### config.mk
export PLATFORM = sky130hd
export DESIGN_NAME = game_controller
export DESIGN_NICKNAME = d
export VERILOG_FILES = /design/src/rtl/genius_pkg.sv /design/src/rtl/pause_timer.sv /design/src/rtl/game_controller.sv
export SDC_FILE = /design/constraint.sdc
export NUM_CORES = 1
export LEC_CHECK = 0
export ABC_AREA = 1
export CAP_MARGIN = 20
export CORE_AREA = 8 8 45 47
export CTS_CLUSTER_DIAMETER = 120
export DETAILED_ROUTE_END_ITERATION = 16
export DIE_AREA = 0 0 53 55
export SLEW_MARGIN = 10
export SYNTH_ARGS = -nofsm -noshare
export SYNTH_HDL_FRONTEND = slang
export SYNTH_SLANG_ARGS = --single-unit
### constraint.sdc
create_clock -name CLOCK_50 -period 3.6 [get_ports CLOCK_50]
set_input_delay 0.9 -clock CLOCK_50 [delete_from_list [all_inputs] [get_ports CLOCK_50]]
set_output_delay 0.9 -clock CLOCK_50 [all_outputs]
set_load 0.02 [all_outputs]
### src/rtl/genius_pkg.sv
// Shared definitions for the Genius game controller: state encodings and the
// default inter-round pause length.
package genius_pkg;

  typedef enum logic [2:0] {
    ST_INIT       = 3'd0,
    ST_SETUP      = 3'd1,
    ST_SEQUENCE   = 3'd2,
    ST_PLAY       = 3'd3,
    ST_CHECK      = 3'd4,
    ST_NEXT_ROUND = 3'd5,
    ST_RESULT     = 3'd6,
    ST_PAUSE      = 3'd7
  } state_t;

  // 0.5 s at 50 MHz
  localparam int unsigned PAUSE_CYCLES_DEFAULT = 32'd25_000_000;

endpackage

### src/rtl/pause_timer.sv
// Inter-round pause counter; only exists when GENIUS_ROUND_PAUSE_EN is defined.
// done rises on the last of PAUSE_CYCLES consecutive cycles with start high.
`ifdef GENIUS_ROUND_PAUSE_EN
module pause_timer
  import genius_pkg::*;
#(
  parameter int unsigned PAUSE_CYCLES = PAUSE_CYCLES_DEFAULT
) (
  input  logic clock,
  input  logic reset,
  input  logic start,
  output logic done
);

  // A zero-length request degenerates to a single pause cycle.
  localparam int unsigned LAST  = (PAUSE_CYCLES > 0) ? PAUSE_CYCLES - 1 : 0;
  localparam int          CNT_W = (LAST > 0) ? $clog2(LAST + 1) : 1;

  logic [CNT_W-1:0] cnt_q, cnt_d;

  assign done = start && (cnt_q == CNT_W'(LAST));

  always_comb begin
    cnt_d = '0;
    if (start && !done) begin
      cnt_d = cnt_q + CNT_W'(1);
    end
  end

  always_ff @(posedge clock or posedge reset) begin
    if (reset) begin
      cnt_q <= '0;
    end else begin
      cnt_q <= cnt_d;
    end
  end

endmodule
`endif

### src/rtl/game_controller.sv
// Moore control FSM for the Genius memory game. Define GENIUS_ROUND_PAUSE_EN
// to insert a PAUSE_CYCLES-long idle state between rounds.
module game_controller
  import genius_pkg::*;
#(
  parameter int unsigned PAUSE_CYCLES = PAUSE_CYCLES_DEFAULT
) (
  input  logic       CLOCK_50,
  input  logic       reset,
  input  logic       enter,
  input  logic       end_FPGA,
  input  logic       end_User,
  input  logic       end_time,
  input  logic       win,
  input  logic       match,
  output logic       R1,
  output logic       R2,
  output logic       E1,
  output logic       E2,
  output logic       E3,
  output logic       E4,
  output logic       SEL,
  output logic [2:0] state_o
);

  state_t state_q, state_d;
  logic   enter_q;
  logic   enter_rise;

  // A held key must advance the FSM only once.
  assign enter_rise = enter && !enter_q;

`ifdef GENIUS_ROUND_PAUSE_EN
  logic pause_run;
  logic pause_done;

  assign pause_run = (state_q == ST_PAUSE);

  pause_timer #(
    .PAUSE_CYCLES(PAUSE_CYCLES)
  ) u_pause_timer (
    .clock(CLOCK_50),
    .reset(reset),
    .start(pause_run),
    .done (pause_done)
  );
`else
  // Pause length only matters when the pause state is built in.
  logic unused_pause_cycles;
  assign unused_pause_cycles = ^PAUSE_CYCLES;
`endif

  always_ff @(posedge CLOCK_50 or posedge reset) begin
    if (reset) begin
      state_q <= ST_INIT;
      enter_q <= 1'b0;
    end else begin
      state_q <= state_d;
      enter_q <= enter;
    end
  end

  always_comb begin
    state_d = state_q;
    case (state_q)
      ST_INIT:     state_d = ST_SETUP;
      ST_SETUP:    if (enter_rise) state_d = ST_SEQUENCE;
      ST_SEQUENCE: if (end_FPGA) state_d = ST_PLAY;
      ST_PLAY: begin
        if (end_User) begin
          state_d = ST_CHECK;
        end else if (end_time) begin
          state_d = ST_RESULT;
        end
      end
      ST_CHECK:    state_d = (match && !win) ? ST_NEXT_ROUND : ST_RESULT;
`ifdef GENIUS_ROUND_PAUSE_EN
      ST_NEXT_ROUND: state_d = ST_PAUSE;
      ST_PAUSE:      if (pause_done) state_d = ST_SEQUENCE;
`else
      ST_NEXT_ROUND: state_d = ST_SEQUENCE;
`endif
      ST_RESULT:   if (enter_rise) state_d = ST_INIT;
      // Encoding 7 lands here when the pause state is not built in.
      default:     state_d = ST_INIT;
    endcase
  end

  always_comb begin
    R1  = 1'b0;
    R2  = 1'b0;
    E1  = 1'b0;
    E2  = 1'b0;
    E3  = 1'b0;
    E4  = 1'b0;
    SEL = 1'b0;
    case (state_q)
      ST_INIT: begin
        R1 = 1'b1;
        R2 = 1'b1;
      end
      ST_SETUP:    E1 = 1'b1;
      ST_SEQUENCE: E3 = 1'b1;
      ST_PLAY:     E2 = 1'b1;
      ST_NEXT_ROUND: begin
        E4 = 1'b1;
        R2 = 1'b1;
      end
      ST_RESULT:   SEL = 1'b1;
      default: ;
    endcase
  end

  assign state_o = state_q;

endmodule

==> out/qor.csv, run 1 <==
metric,value,unit
f_max,365,MHz
routability cong.,0.821,
area occupied by multi-input gates,178,um^2
combinational family with the most area after synthesis,simple AND/OR/NAND/NOR gates,
DR vias,376,
Residual DRC,0,
"Setup violations, final",0,
CTS tree,yes,
crit path DAT,1.84,ns
first-pass GRT wire length,1.54,mm
Clock Path Buffers,2,
adder-cell share of the synthesized area,0,
HPWL after detailed placement,715,um
"delay-heaviest family, CP",buffers and inverters,
Leak,0.273,nW
post-synthesis mux area share,0,
CTS Buf Count,3,
final setup margin,0.863,ns
FF/Latch Area,100,um^2
Mapped Avg Cell Area,6.11,um^2
Layout Utilization,0.384,
die height,55,um
Buf/Inv on CP,2,
hold_buf cts,0,
fin crit period,2.74,ns
maxcap violations,0,
initial antenna violation count,0,
number of buffers inserted by port buffering,17,
synthesized flop and latch total,4,
status,"finished, final reports clean",
Worst setup SP type,flip-flop,
Mapped Cells,53,
final WL,889,um
RSZ-0062 raised after global routing,no,
Worst Path Max Fanout,8,
Worst-Skew Late Latency,0.23,ns
Core Rows,14,
Initial Util,0.234,
Post-DP Area,509,um^2
post-cts sizing count,0,
"Hold Violations, Final",0,
number of global-route vias before repair,390,
"most common cell after layout, fill and taps aside",clkdlybuf4s50_1,
Post-CTS Setup Bufs,0,
Filler Cell Count,156,
final slew viol count,0,
wire length per cell,10.1,um
setup TNS,0,ns
Ant. Diodes,0,
CTS Root Cell,clkbuf_4,
Worst path max stage delay,0.54,ns
worst endpoint required time,2.70,ns
clock sink count,4,
DR iter-0 viols,6,
Finished Cell Area,532,um^2
Yosys cell types,16,
aggregate global-route resource usage,0.0696,
die area,2920,um^2
core area,1380,um^2
CP Cell Sequence,inv_1 > nand2_1 > nor2_1 > or2_2 > clkdlybuf4s50_1,
"IR drop worst, VDD",0.401,mV
fin nets,82,
Mapped Area,324,um^2
drt via density,4.27,
"Seq/Total Area, Yosys",0.309,
CP Class,reg -> out,
H-tree depth,1,
Slew @ Worst Pin,0.353,ns
slowest CP cell,clkdlybuf4s50_1,
clock slew at reported path FFs,0.04,ns
number of antenna-violating nets in the routed design,0,
"Period Utilization, post-route",0.760,
Place WS,1.09,ns
HP Class,reg -> reg,
Synth Area in Simple Gates,0.463,
Synth warnings,0,
"commonest non-fill, non-tap cells in the layout","clkdlybuf4s50_1, nand2_1, inv_1",
share of cells above drive strength 1,0.125,
xor/xnor share of the synthesized area,0,
area delta synth->final,64.1,%
compound-cell area share of the yosys netlist,0.0849,
largest net degree at the start of global routing,11,
critical path endpoint category,output port,
Synth Net Count,61,
clk_skew,0.00331,ns
grt ovf,0,
die width,53,um
Max-Slew Margin vs Limit,0.765,
Ports,18,
pwr dens,903,nW/um^2
drt pass-1 iters,4,
[flip-flops by register name, summed over array words and instances, names as in the netlist]
name / cells
state_o: 3
enter_q: 1
[cells by family (layout without fill, tap and decap cells)]
family,after synthesis,after routing
simple gates,33,33
buf+inv,12,31
flops,4,4
compound gates,4,4
[power by group]
part	switching [mW]	total, mW	internal [mW]
logic	0.182	0.329	0.147
clock network	0.0171	0.0543	0.0372
registers	0.0349	0.0973	0.0624
total	0.234	0.480	0.247
[area by class of cell]
| cell class | count | area share |
|---|---|---|
| Multi-Input combinational cell | 37 | 0.334 |
| Timing Repair Buffer | 17 | 0.320 |
| Clock buffer | 3 | 0.0424 |
| Sequential cell | 4 | 0.188 |
| Tap cell | 16 | 0.0376 |
| Inverter | 11 | 0.0776 |
[tightest hold or removal path: cells and delay by family (launching register included)]
kind / cells / cell delay, ns
and+or+nand+nor: 2 / 0.11
DFF: 1 / 0.35
AOI/OAI and AO/OA: 1 / 0.07
[worst paths after layout]
| kind | start | endpoint | slack, ns | cells past startpoint |
|---|---|---|---|---|
| min in group asynchronous | reset | state_o[0] | 0.85 | 2 |
| max in group asynchronous | reset | state_o[2] | 2.60 | 2 |
| worst max register to register | state_o[2] | state_o[2] | 2.29 | 7 |
| worst max-delay path | state_o[0] | R2 | 0.86 | 5 |
| worst min-delay path | enter_q | state_o[0] | 0.57 | 3 |
| worst min register to register | enter_q | state_o[0] | 0.57 | 3 |
[Yosys cell counts, drive strengths merged]
master	number	area share
o21bai	1	0.023
o21ai	1	0.027
nand2	16	0.20
nand3	5	0.077
a21oi	1	0.015
buf	1	0.015
inv	11	0.13
nor2	8	0.12
o22ai	1	0.019
or2	1	0.019
nor3	2	0.031
dfrtp	4	0.31
nand4	1	0.019
[per-stage QoR]
stage | hold WS (ns) | power (mW) | instances
global route | 0.616 | 0.524 | 88
CTS | 0.571 | 0.487 | 88
global placement | 0.565 | 0.428 | 85
finish | 0.565 | 0.480 | 88
detailed placement | 0.567 | 0.428 | 85
floorplan | 0.541 | 0.296 | 53
[per-layer routing]
metal,share of wire,vias to the layer above,GRT usage
met5,0,-,0
met4,0,0,0.0647
met3,0.12,0,0.0294
met2,0.46,14,0.111
met1,0.41,162,0.0674
li1,-,200,-
No activity file was read; power rests on OpenSTA's default activity.
==> inputs of run 2 (changes only) <==
==> constraint.sdc (replaced) <==
create_clock -name CLOCK_50 -period 2.67 [get_ports CLOCK_50]
set_input_delay 0.6675 -clock CLOCK_50 [delete_from_list [all_inputs] [get_ports CLOCK_50]]
set_output_delay 0.6675 -clock CLOCK_50 [all_outputs]
set_load 0.02 [all_outputs]
==> out/qor.csv, run 2 (synthesis results as in run 1) <==
metric,value,unit,change
clock power share,0.112,,was 0.113
number of global-route vias before repair,374,,was 390
cell-internal power,0.342,mW,was 0.247 mW
Max-Slew Margin vs Limit,0.754,,was 0.765
crit path DAT,1.85,ns,was 1.84 ns
CP Class,reg -> out,,unchanged
number of buffers inserted by port buffering,17,,unchanged
Initial Util,0.234,,unchanged
final slew viol count,0,,unchanged
critical path endpoint category,output port,,unchanged
aggregate global-route resource usage,0.0711,,was 0.0696
grt ovf,0,,unchanged
Ports,18,,unchanged
CTS Buf Count,3,,unchanged
largest net degree at the start of global routing,11,,unchanged
pwr dens,1240,nW/um^2,was 903 nW/um^2
wire length per cell,10.7,um,was 10.1 um
clock slew at reported path FFs,0.04,ns,about the same
drt pass-1 iters,4,,unchanged
RSZ-0062 raised after global routing,no,,unchanged
Post-DP Area,517,um^2,was 509 um^2
routability cong.,0.820,,was 0.821
Ant. Diodes,0,,unchanged
f_max,397,MHz,
CTS tree,yes,,unchanged
number of antenna-violating nets in the routed design,0,,unchanged
hold_buf cts,0,,unchanged
die width,53,um,unchanged
CTS Root Cell,clkbuf_4,,unchanged
share of cells above drive strength 1,0.137,,was 0.125
Leak,0.278,nW,was 0.273 nW
final WL,949,um,was 889 um
"IR drop worst, VDD",0.516,mV,was 0.401 mV
Layout Utilization,0.390,,was 0.384
core area,1380,um^2,unchanged
Clock Path Buffers,2,,unchanged
DR vias,388,,was 376
worst hold slack,0.576,ns,was 0.565 ns
Finished Cell Area,539,um^2,was 532 um^2
fin nets,83,,was 82
initial antenna violation count,0,,unchanged
HP Class,reg -> reg,,unchanged
final setup margin,0.154,ns,was 0.863 ns
NetSw,0.324,mW,was 0.234 mW
Slew @ Worst Pin,0.368,ns,was 0.353 ns
"Setup violations, final",0,,unchanged
die height,55,um,unchanged
Post-CTS Setup Bufs,0,,unchanged
clk_skew,0.00289,ns,was 0.00331 ns
die area,2920,um^2,unchanged
H-tree depth,1,,unchanged
"Period Utilization, post-route",0.943,,
"Hold Violations, Final",0,,unchanged
Worst Path Max Fanout,8,,unchanged
part of the power in registers,0.182,,was 0.203
status,"finished, final reports clean",,unchanged
fin crit period,2.52,ns,
"commonest non-fill, non-tap cells in the layout","clkdlybuf4s50_1, nand2_1, inv_1",,unchanged
drt via density,4.36,,was 4.27
area delta synth->final,66.4,%,was 64.1%
Place WS,0.419,ns,was 1.09 ns
Worst setup SP type,flip-flop,,unchanged
"most common cell after layout, fill and taps aside",clkdlybuf4s50_1,,unchanged
Worst-Skew Late Latency,0.24,ns,was 0.23 ns
Sw Share,0.486,,was 0.487
maxcap violations,0,,unchanged
combinational fraction of design power,0.706,,was 0.684
Core Rows,14,,unchanged
HPWL after detailed placement,755,um,was 715 um
post-cts sizing count,0,,unchanged
clock sink count,4,,unchanged
Residual DRC,0,,unchanged
max reg flops,3,,unchanged
first-pass GRT wire length,1.53,mm,was 1.54 mm
worst endpoint required time,2.00,ns,was 2.70 ns
setup TNS,0,ns,unchanged
DR iter-0 viols,11,,was 6
==> run 2: cell count changes in the layout (fill, tap and decap cells not counted), sizes merged <==
| cell | previous run | this run |
|---|---|---|
| buf | 0 | 1 |
==> run 2: power groups by stage <==
stage	combinational [mW]	sequential, mW	clock (mW)
final	0.471	0.121	0.0747
after global routing	0.517	0.126	0.0818
after CTS	0.474	0.119	0.0790
after detailed placement	0.473	0.120	0
after global placement	0.472	0.118	0
after floorplan	0.261	0.138	0
==> run 2: per-stage QoR <==
stage          cells  total power, mW
4_1_cts           89            0.673
5_1_grt           89            0.725
6_report          89            0.666
3_3_place_gp      86            0.590
3_5_place_dp      86            0.592
2_1_floorplan     53            0.399
==> run 2: metal layers <==
layer / up-vias / GRT usage / routed length [um]
met5: - / 0 / 0
met4: 0 / 0.0647 / 29
met3: 3 / 0.0187 / 80
met2: 15 / 0.107 / 429
met1: 167 / 0.0808 / 409
li1: 203 / - / -
==> run 2: critical path: stages (launching register included) <==
cell             delay (ns)
dfrtp_1                0.47
inv_1                  0.13
nand2_1                0.12
nor2_1                 0.06
or2_2                  0.30
clkdlybuf4s50_1        0.54
==> run 2: layout make-up <==
type | instances | area, um^2
fill | 153 | 845
clock buffer | 3 | 22.5
timing repair buffer | 18 | 178
sequential | 4 | 100
inverter | 11 | 41.3
tap | 16 | 20.0
multi-input combinational | 37 | 178
==> run 2: worst paths after layout <==
| check | startpoint | to | slack, ns | depth (start not counted) |
|---|---|---|---|---|
| setup reg to reg | state_o[2] | state_o[2] | 1.37 | 7 |
| hold reg to reg | enter_q | state_o[0] | 0.58 | 3 |
| setup / recovery | state_o[1] | R2 | 0.15 | 5 |
| min in group asynchronous | reset | state_o[1] | 0.61 | 2 |
| max in group asynchronous | reset | enter_q | 1.91 | 2 |
| hold / removal | enter_q | state_o[0] | 0.58 | 3 |
==> inputs of run 3 (changes only) <==
--- a/config.mk
+++ b/config.mk
@@ -11,6 +11,7 @@
 export CTS_CLUSTER_DIAMETER = 120
 export DETAILED_ROUTE_END_ITERATION = 16
 export DIE_AREA = 0 0 53 55
+export SKIP_CTS_REPAIR_TIMING = 1
 export SLEW_MARGIN = 10
 export SYNTH_ARGS = -nofsm -noshare
 export SYNTH_HDL_FRONTEND = slang
==> results of run 3 <==
The final DEF is identical to that of run 2; final timing and power are the same.
